<file path="src/rtl/posit_to_float_pipe.sv">
// posit_to_float_pipe: 3-stage posit(N,ES) to IEEE-754 binary32 converter.
//   S1: sign and two's-complement magnitude, zero/NaR detection.
//   S2: regime run length k, exponent e, fraction; scale = k*2^ES + e.
//   S3: bias, round-to-nearest-even to 23 bits, saturation/underflow, packing.
// Ports:
//   clk_i, rst_ni          clock, asynchronous active-low reset
//   in_valid_i/in_ready_o  operand handshake, in_posit_i operand (N bits)
//   out_valid_o/out_ready_i result handshake
//   out_float_o            binary32 result
//   out_flags_o            {nar, inexact, underflow}
// Build option: define POSIT_TO_FLOAT_DENORM_EN to produce binary32 subnormals on
// underflow; otherwise underflowing values flush to a signed zero.
// All stages advance together when the output register is empty or being drained,
// so bubbles travel with the pipeline and a stalled result holds stable.
module posit_to_float_pipe #(
  parameter int unsigned N  = 32,
  parameter int unsigned ES = 2
) (
  input  logic         clk_i,
  input  logic         rst_ni,
  input  logic         in_valid_i,
  output logic         in_ready_o,
  input  logic [N-1:0] in_posit_i,
  output logic         out_valid_o,
  input  logic         out_ready_i,
  output logic [31:0]  out_float_o,
  output logic [2:0]   out_flags_o
);

  // Width of the posit body below the sign bit.
  localparam int unsigned RW = N - 1;

  logic advance;

  // Stage 1 state.
  logic          s1_valid_q, s1_sign_q, s1_nar_q, s1_zero_q;
  logic [RW-1:0] s1_mag_q;
  logic          s1_nar_d, s1_zero_d;
  logic [RW-1:0] s1_mag_d;

  // Stage 2 state.
  logic              s2_valid_q, s2_sign_q, s2_nar_q, s2_zero_q;
  logic signed [9:0] s2_scale_q, s2_scale_d;
  logic [31:0]       s2_frac_q, s2_frac_d;

  // Stage 2 decode.
  logic              run_bit;
  logic [RW-1:0]     run_x;
  logic [5:0]        run_len;
  logic signed [9:0] k_s, e_s;
  logic [RW-1:0]     rest;
  logic [RW-1:0]     frac_top;

  // Stage 3 state and rounding.
  logic              out_valid_q;
  logic [31:0]       out_float_q, res_float;
  logic [2:0]        out_flags_q, res_flags;
  logic signed [9:0] biased;
  logic [22:0]       mant;
  logic              guard, sticky;
  logic [30:0]       norm_sum;
`ifdef POSIT_TO_FLOAT_DENORM_EN
  logic signed [9:0] sh_amt;
  logic [5:0]        sh_cap;
  logic [65:0]       sub_wide;
  logic [22:0]       sub_mant;
  logic              sub_g, sub_s;
  logic [30:0]       sub_sum;
`endif

  assign advance     = !out_valid_q || out_ready_i;
  assign in_ready_o  = advance;
  assign out_valid_o = out_valid_q;
  assign out_float_o = out_float_q;
  assign out_flags_o = out_flags_q;

  // ---------------------------------------------------------------- Stage 1
  // Only the low N-1 bits of the magnitude matter: for every legal non-NaR
  // operand the top bit of the magnitude is zero.
  always_comb begin
    s1_mag_d  = in_posit_i[N-1] ? (~in_posit_i[RW-1:0] + {{(RW-1){1'b0}}, 1'b1})
                                : in_posit_i[RW-1:0];
    s1_nar_d  = (in_posit_i == {1'b1, {RW{1'b0}}});
    s1_zero_d = (in_posit_i == '0);
  end

  always_ff @(posedge clk_i or negedge rst_ni) begin
    if (!rst_ni) begin
      s1_valid_q <= 1'b0;
      s1_sign_q  <= 1'b0;
      s1_nar_q   <= 1'b0;
      s1_zero_q  <= 1'b0;
      s1_mag_q   <= '0;
    end else if (advance) begin
      s1_valid_q <= in_valid_i;
      s1_sign_q  <= in_posit_i[N-1];
      s1_nar_q   <= s1_nar_d;
      s1_zero_q  <= s1_zero_d;
      s1_mag_q   <= s1_mag_d;
    end
  end

  // ---------------------------------------------------------------- Stage 2
  always_comb begin
    run_bit = s1_mag_q[RW-1];
    // Leading-zero count of run_x equals the regime run length.
    run_x   = run_bit ? ~s1_mag_q : s1_mag_q;
    run_len = 6'(RW);
    for (int i = 0; i < int'(RW); i++) begin
      if (run_x[i]) run_len = 6'(int'(RW) - 1 - i);
    end
    k_s = run_bit ? ($signed({4'b0, run_len}) - 10'sd1) : -$signed({4'b0, run_len});
    // Drop regime and terminator; a regime filling the word leaves nothing.
    rest       = s1_mag_q << (run_len + 6'd1);
    // Truncated exponent bits read as zero because the shift fills with zeros.
    e_s        = $signed(10'(rest >> (RW - ES)));
    frac_top   = rest << ES;
    s2_frac_d  = {frac_top, {(33 - N){1'b0}}};
    s2_scale_d = (k_s <<< ES) + e_s;
  end

  always_ff @(posedge clk_i or negedge rst_ni) begin
    if (!rst_ni) begin
      s2_valid_q <= 1'b0;
      s2_sign_q  <= 1'b0;
      s2_nar_q   <= 1'b0;
      s2_zero_q  <= 1'b0;
      s2_scale_q <= '0;
      s2_frac_q  <= '0;
    end else if (advance) begin
      s2_valid_q <= s1_valid_q;
      s2_sign_q  <= s1_sign_q;
      s2_nar_q   <= s1_nar_q;
      s2_zero_q  <= s1_zero_q;
      s2_scale_q <= s2_scale_d;
      s2_frac_q  <= s2_frac_d;
    end
  end

  // ---------------------------------------------------------------- Stage 3
  always_comb begin
    biased   = s2_scale_q + 10'sd127;
    mant     = s2_frac_q[31:9];
    guard    = s2_frac_q[8];
    sticky   = |s2_frac_q[7:0];
    // Adding the round bit across {exp, mant} carries into the exponent.
    norm_sum = {biased[7:0], mant} + 31'(guard && (sticky || mant[0]));
`ifdef POSIT_TO_FLOAT_DENORM_EN
    // Align 1.frac to the subnormal grid; a cap of 34 already pushes every
    // significand bit below the guard position into the sticky field.
    sh_amt   = 10'sd1 - biased;
    sh_cap   = (sh_amt > 10'sd34) ? 6'd34 : sh_amt[5:0];
    sub_wide = 66'({1'b1, s2_frac_q, 34'b0} >> sh_cap);
    sub_mant = sub_wide[65:43];
    sub_g    = sub_wide[42];
    sub_s    = |sub_wide[41:0];
    // A carry out of sub_mant yields the smallest normal encoding directly.
    sub_sum  = {8'b0, sub_mant} + 31'(sub_g && (sub_s || sub_mant[0]));
`endif
    res_float = '0;
    res_flags = '0;
    if (s2_nar_q) begin
      res_float = 32'h7FC0_0000;
      res_flags = 3'b100;
    end else if (s2_zero_q) begin
      res_float = '0;
      res_flags = 3'b000;
    end else if (biased <= 10'sd0) begin
`ifdef POSIT_TO_FLOAT_DENORM_EN
      res_float = {s2_sign_q, sub_sum};
      res_flags = {1'b0, sub_g || sub_s, 1'b1};
`else
      res_float = {s2_sign_q, 31'b0};
      res_flags = 3'b011;
`endif
    end else if (biased >= 10'sd255 || norm_sum[30:23] == 8'hFF) begin
      res_float = {s2_sign_q, 31'h7F7F_FFFF};
      res_flags = 3'b010;
    end else begin
      res_float = {s2_sign_q, norm_sum};
      res_flags = {1'b0, guard || sticky, 1'b0};
    end
  end

  always_ff @(posedge clk_i or negedge rst_ni) begin
    if (!rst_ni) begin
      out_valid_q <= 1'b0;
      out_float_q <= '0;
      out_flags_q <= '0;
    end else if (advance) begin
      out_valid_q <= s2_valid_q;
      if (s2_valid_q) begin
        out_float_q <= res_float;
        out_flags_q <= res_flags;
      end
    end
  end

endmodule

</file>
<file path="config.mk">
export PLATFORM = sky130hd
export DESIGN_NAME = posit_to_float_pipe
export DESIGN_NICKNAME = d
export VERILOG_FILES = /design/src/rtl/posit_to_float_pipe.sv
export SDC_FILE = /design/constraint.sdc
export NUM_CORES = 1
export LEC_CHECK = 0
export ABC_CLOCK_PERIOD_IN_PS = 6520
export BUFFER_PORTS_ARGS = -buffer_cell sky130_fd_sc_hd__buf_4
export CORE_MARGIN = 4
export CORE_UTILIZATION = 50
export DETAILED_ROUTE_END_ITERATION = 10
export GPL_ROUTABILITY_DRIVEN = 0
export GPL_TIMING_DRIVEN = 0
export PLACE_DENSITY = 0.7
export SLEW_MARGIN = 20
export SYNTH_ARGS = -nofsm -noshare
export SYNTH_HDL_FRONTEND = slang
export SYNTH_SLANG_ARGS = --single-unit
</file>
<file path="constraint.sdc">
create_clock -name clk_i -period 6.52 [get_ports clk_i]
set_input_delay 0.978 -clock clk_i [delete_from_list [all_inputs] [get_ports clk_i]]
set_output_delay 0.978 -clock clk_i [all_outputs]
set_load 0.1 [all_outputs]
</file>
==> flow_summary.ini <==
[routing]
num_vias = 8401
totalWireLength_mm = 25.93
drt_iter0_drc = 965
wl_per_cell_um = 19.20
first_pass_iters = 6
viasPerCell = 6.218
wl_met1_mm = 10.55
routed.top_layer = met4
drc = 0
wl_met3_mm = 1.819
postRouteAntennaNets = 0
route.met2.wl_mm = 12.39

[worst_setup_path]
worstSetupStartpointType = flip-flop
critical_path_buf_inv_count = 5
timing.rr.start = s1_mag_q[30]$_DFFE_PN0N_
path_max_fanout = 11
crit_start = s1_mag_q[30]$_DFFE_PN0N_
critPathMaxStageDelay_ns = 0.60
arrival_ns = 5.45
worstSetupPathType = flip-flop to flip-flop
required_ns = 6.83
crit_family = buffers and inverters
worstPathCellList = buf_6, or4_1, mux2_2, o211a_2, a211oi_4, nor2_4, buf_6, ha_1, clkbuf_1, clkbuf_1, buf_1, mux4_2, nand2_1, a22oi_1, a211o_1
endpoint_kind = flip-flop
cpMaxStageDelayCell = mux4_2

[global_routing]
grt_pass1_vias = 7898
grt_usage = 0.2652
grt_max_degree = 115
antenna_found_initial = 0
grt_pass1_wl_mm = 41.68
grt_overflow = 0

[sta]
skew_ns = 0.008968
final.period_utilization = 0.7870
fin_ws_ns = 1.388
setup_violations = 0
slew_violations = 0
tns_ns = 0
rsz0062_at_grt = false
clock.fmax_mhz = 194.9
period_needed_ns = 5.132
worst_slew_pin_slew_ns = 0.8981
finalHoldViolations = 0
max_slew_margin = 0.4012

[final_layout]
final-seq-area_sq_mm = 0.002853
drive_gt1_frac = 0.1600
multi_input_area_sq_mm = 0.005425
antennaDiodeCount = 0
layout.nets = 1162
areaGrowthSynthToFinish_pct = 15.93
fill_cells = 1586
final_cells = 1351

[yosys]
ys_warn_count = 0
synth_commonest_cells = nand2_1, dfrtp_1, o21ai_0
seq_area_frac_synth = 0.3282
synth_edf_count = 0
synth_fp_nets = 1071
avgSynthCellArea_sq_um = 8.465
syn_area_sq_mm = 0.008693
ys_types = 86
synthFlopType = dfrtp_1
synth_cells = 1027
synth.area.top_cells = dfrtp_1, nand2_1, mux4_2
synth_most_common_cell = nand2_1
synth_top_cell_area_share = 0.3282
synth_top_cell_by_area = dfrtp_1
synth-seq-cells = 114
ys_async_sr_fraction = 1.000

[clock_tree]
cts_max_level = 4
cts_buffer_depth = 2
ctsHoldBuffers = 0
worst_skew_pair.late_latency_ns = 0.43
cts.repair.resized = 0
numCtsBuffers = 17
cts_tree = done
postCtsSetupBuffers = 0
clkSinkCount = 114
cts.clk_slew.worst_paths_ns = 0.05
root_buffer = clkbuf_16

[floorplanning]
dieHeight_um = 139.9
ios = 73
start_util = 0.5169
rows = 47
die_w_um = 139.9
dieArea_sq_mm = 0.01956
coreArea_sq_mm = 0.01682

[placed_design]
port_buffers = 72
dp_slack_ns = 1.438
dp_cells = 1319
hpwl_mm = 19.69

[run]
drv_cap = 0

[hold_path]
holdCritStartpoint = s1_sign_q$_DFFE_PN0N_
hp-class = flip-flop to flip-flop

[pwr]
p_leak_uw = 0.004243
ir_worst_vdd_v = 0.0003372
powerDensity_mw_per_mm2 = 588.7

[outcome]
outcome = finished, final reports clean
[final timing paths]
| kind | end | slack [ns] | depth (start not counted) |
|---|---|---|---|
| setup / recovery | s2_frac_q[31]$_DFFE_PN0N_ | 1.39 | 15 |
| hold / removal | s1_sign_q$_DFFE_PN0N_ | 0.47 | 2 |
| setup reg to reg | s2_frac_q[31]$_DFFE_PN0N_ | 1.39 | 15 |
| hold reg to reg | s1_sign_q$_DFFE_PN0N_ | 0.47 | 2 |
| max in group asynchronous | s1_mag_q[18]$_DFFE_PN0N_ | 5.23 | 1 |
| min in group asynchronous | out_float_o[27]$_DFFE_PN0P_ | 0.66 | 1 |
[cells in the final DEF, fill, tap and decap left out, types with 15 or more instances in the layout]
cell,netlist,layout
buf_4,1,72
nor2_1,50,50
nand3_1,31,31
o21ai_0,78,78
nand2_1,183,183
nor3_1,23,23
dfrtp_1,114,114
clkbuf_16,0,17
or3_1,15,15
clkbuf_1,53,53
a22o_1,29,29
mux4_2,24,24
a21oi_1,46,46
xor2_1,48,48
xnor2_1,19,19
inv_1,18,18
[flip-flops by register name, indices dropped and copies added, names as in the netlist, 3 cells and up]
register     cells
out_float_o     32
s2_scale_q      10
s2_frac_q       29
s1_mag_q        31
out_flags_o      3
[per-layer routing]
layer,track usage,vias to the layer above
li1,-,3984
met1,0.3363,3925
met2,0.4437,407
met3,0.04185,85
met4,0.1265,0
met5,0,-
[cells by family after synthesis]
family / Yosys count / synth area share
multiplexers: 46 / 0.08866
flip-flops: 114 / 0.3282
XOR/XNOR: 67 / 0.06750
AND/OR/NAND/NOR: 395 / 0.2176
buffers and inverters: 98 / 0.04778
AO/OA/AOI/OAI: 298 / 0.2376
adder cells (fa/ha/maj): 9 / 0.01267
[metrics by stage]
step | power, uW | cell area (sq um) | util | hold WS, ns
floorplan | 4038 | 8693 | - | 0.4386
global placement | 4930 | 9509 | 0.5654 | 0.4530
detailed placement | 4978 | 9513 | 0.5656 | 0.4604
CTS | 5885 | 10080 | 0.5991 | 0.4740
global route | 6303 | 10080 | 0.5992 | 0.4933
finish | 5934 | 10080 | 0.5992 | 0.4651
[report_power, final]
group | internal (uW) | switching [uW]
clock network | 541 | 356
logic | 1370 | 2430
registers | 976 | 257
total | 2890 | 3050
[cell type report]
cell class                      instances  area share
Clock inverter                         13     0.01092
Multi-Input combinational cell        815      0.5383
Buffer                                 77     0.03340
Sequential cell                       114      0.2831
Inverter                               21    0.007821
Clock buffer                           19     0.04494
Tap cell                              220     0.02731
Timing Repair Buffer                   72     0.05425
[worst register-to-register path, cell delays in order, from the launching register on]
cell      delay (ns)
dfrtp_1         0.38
buf_6           0.14
or4_1           0.54
mux2_2          0.28
o211a_2         0.17
a211oi_4        0.37
nor2_4          0.13
buf_6           0.18
ha_1            0.33
clkbuf_1        0.36
clkbuf_1        0.52
buf_1           0.53
mux4_2          0.60
nand2_1         0.10
a22oi_1         0.09
a211o_1         0.31
Power figures use the tool's default switching activity.
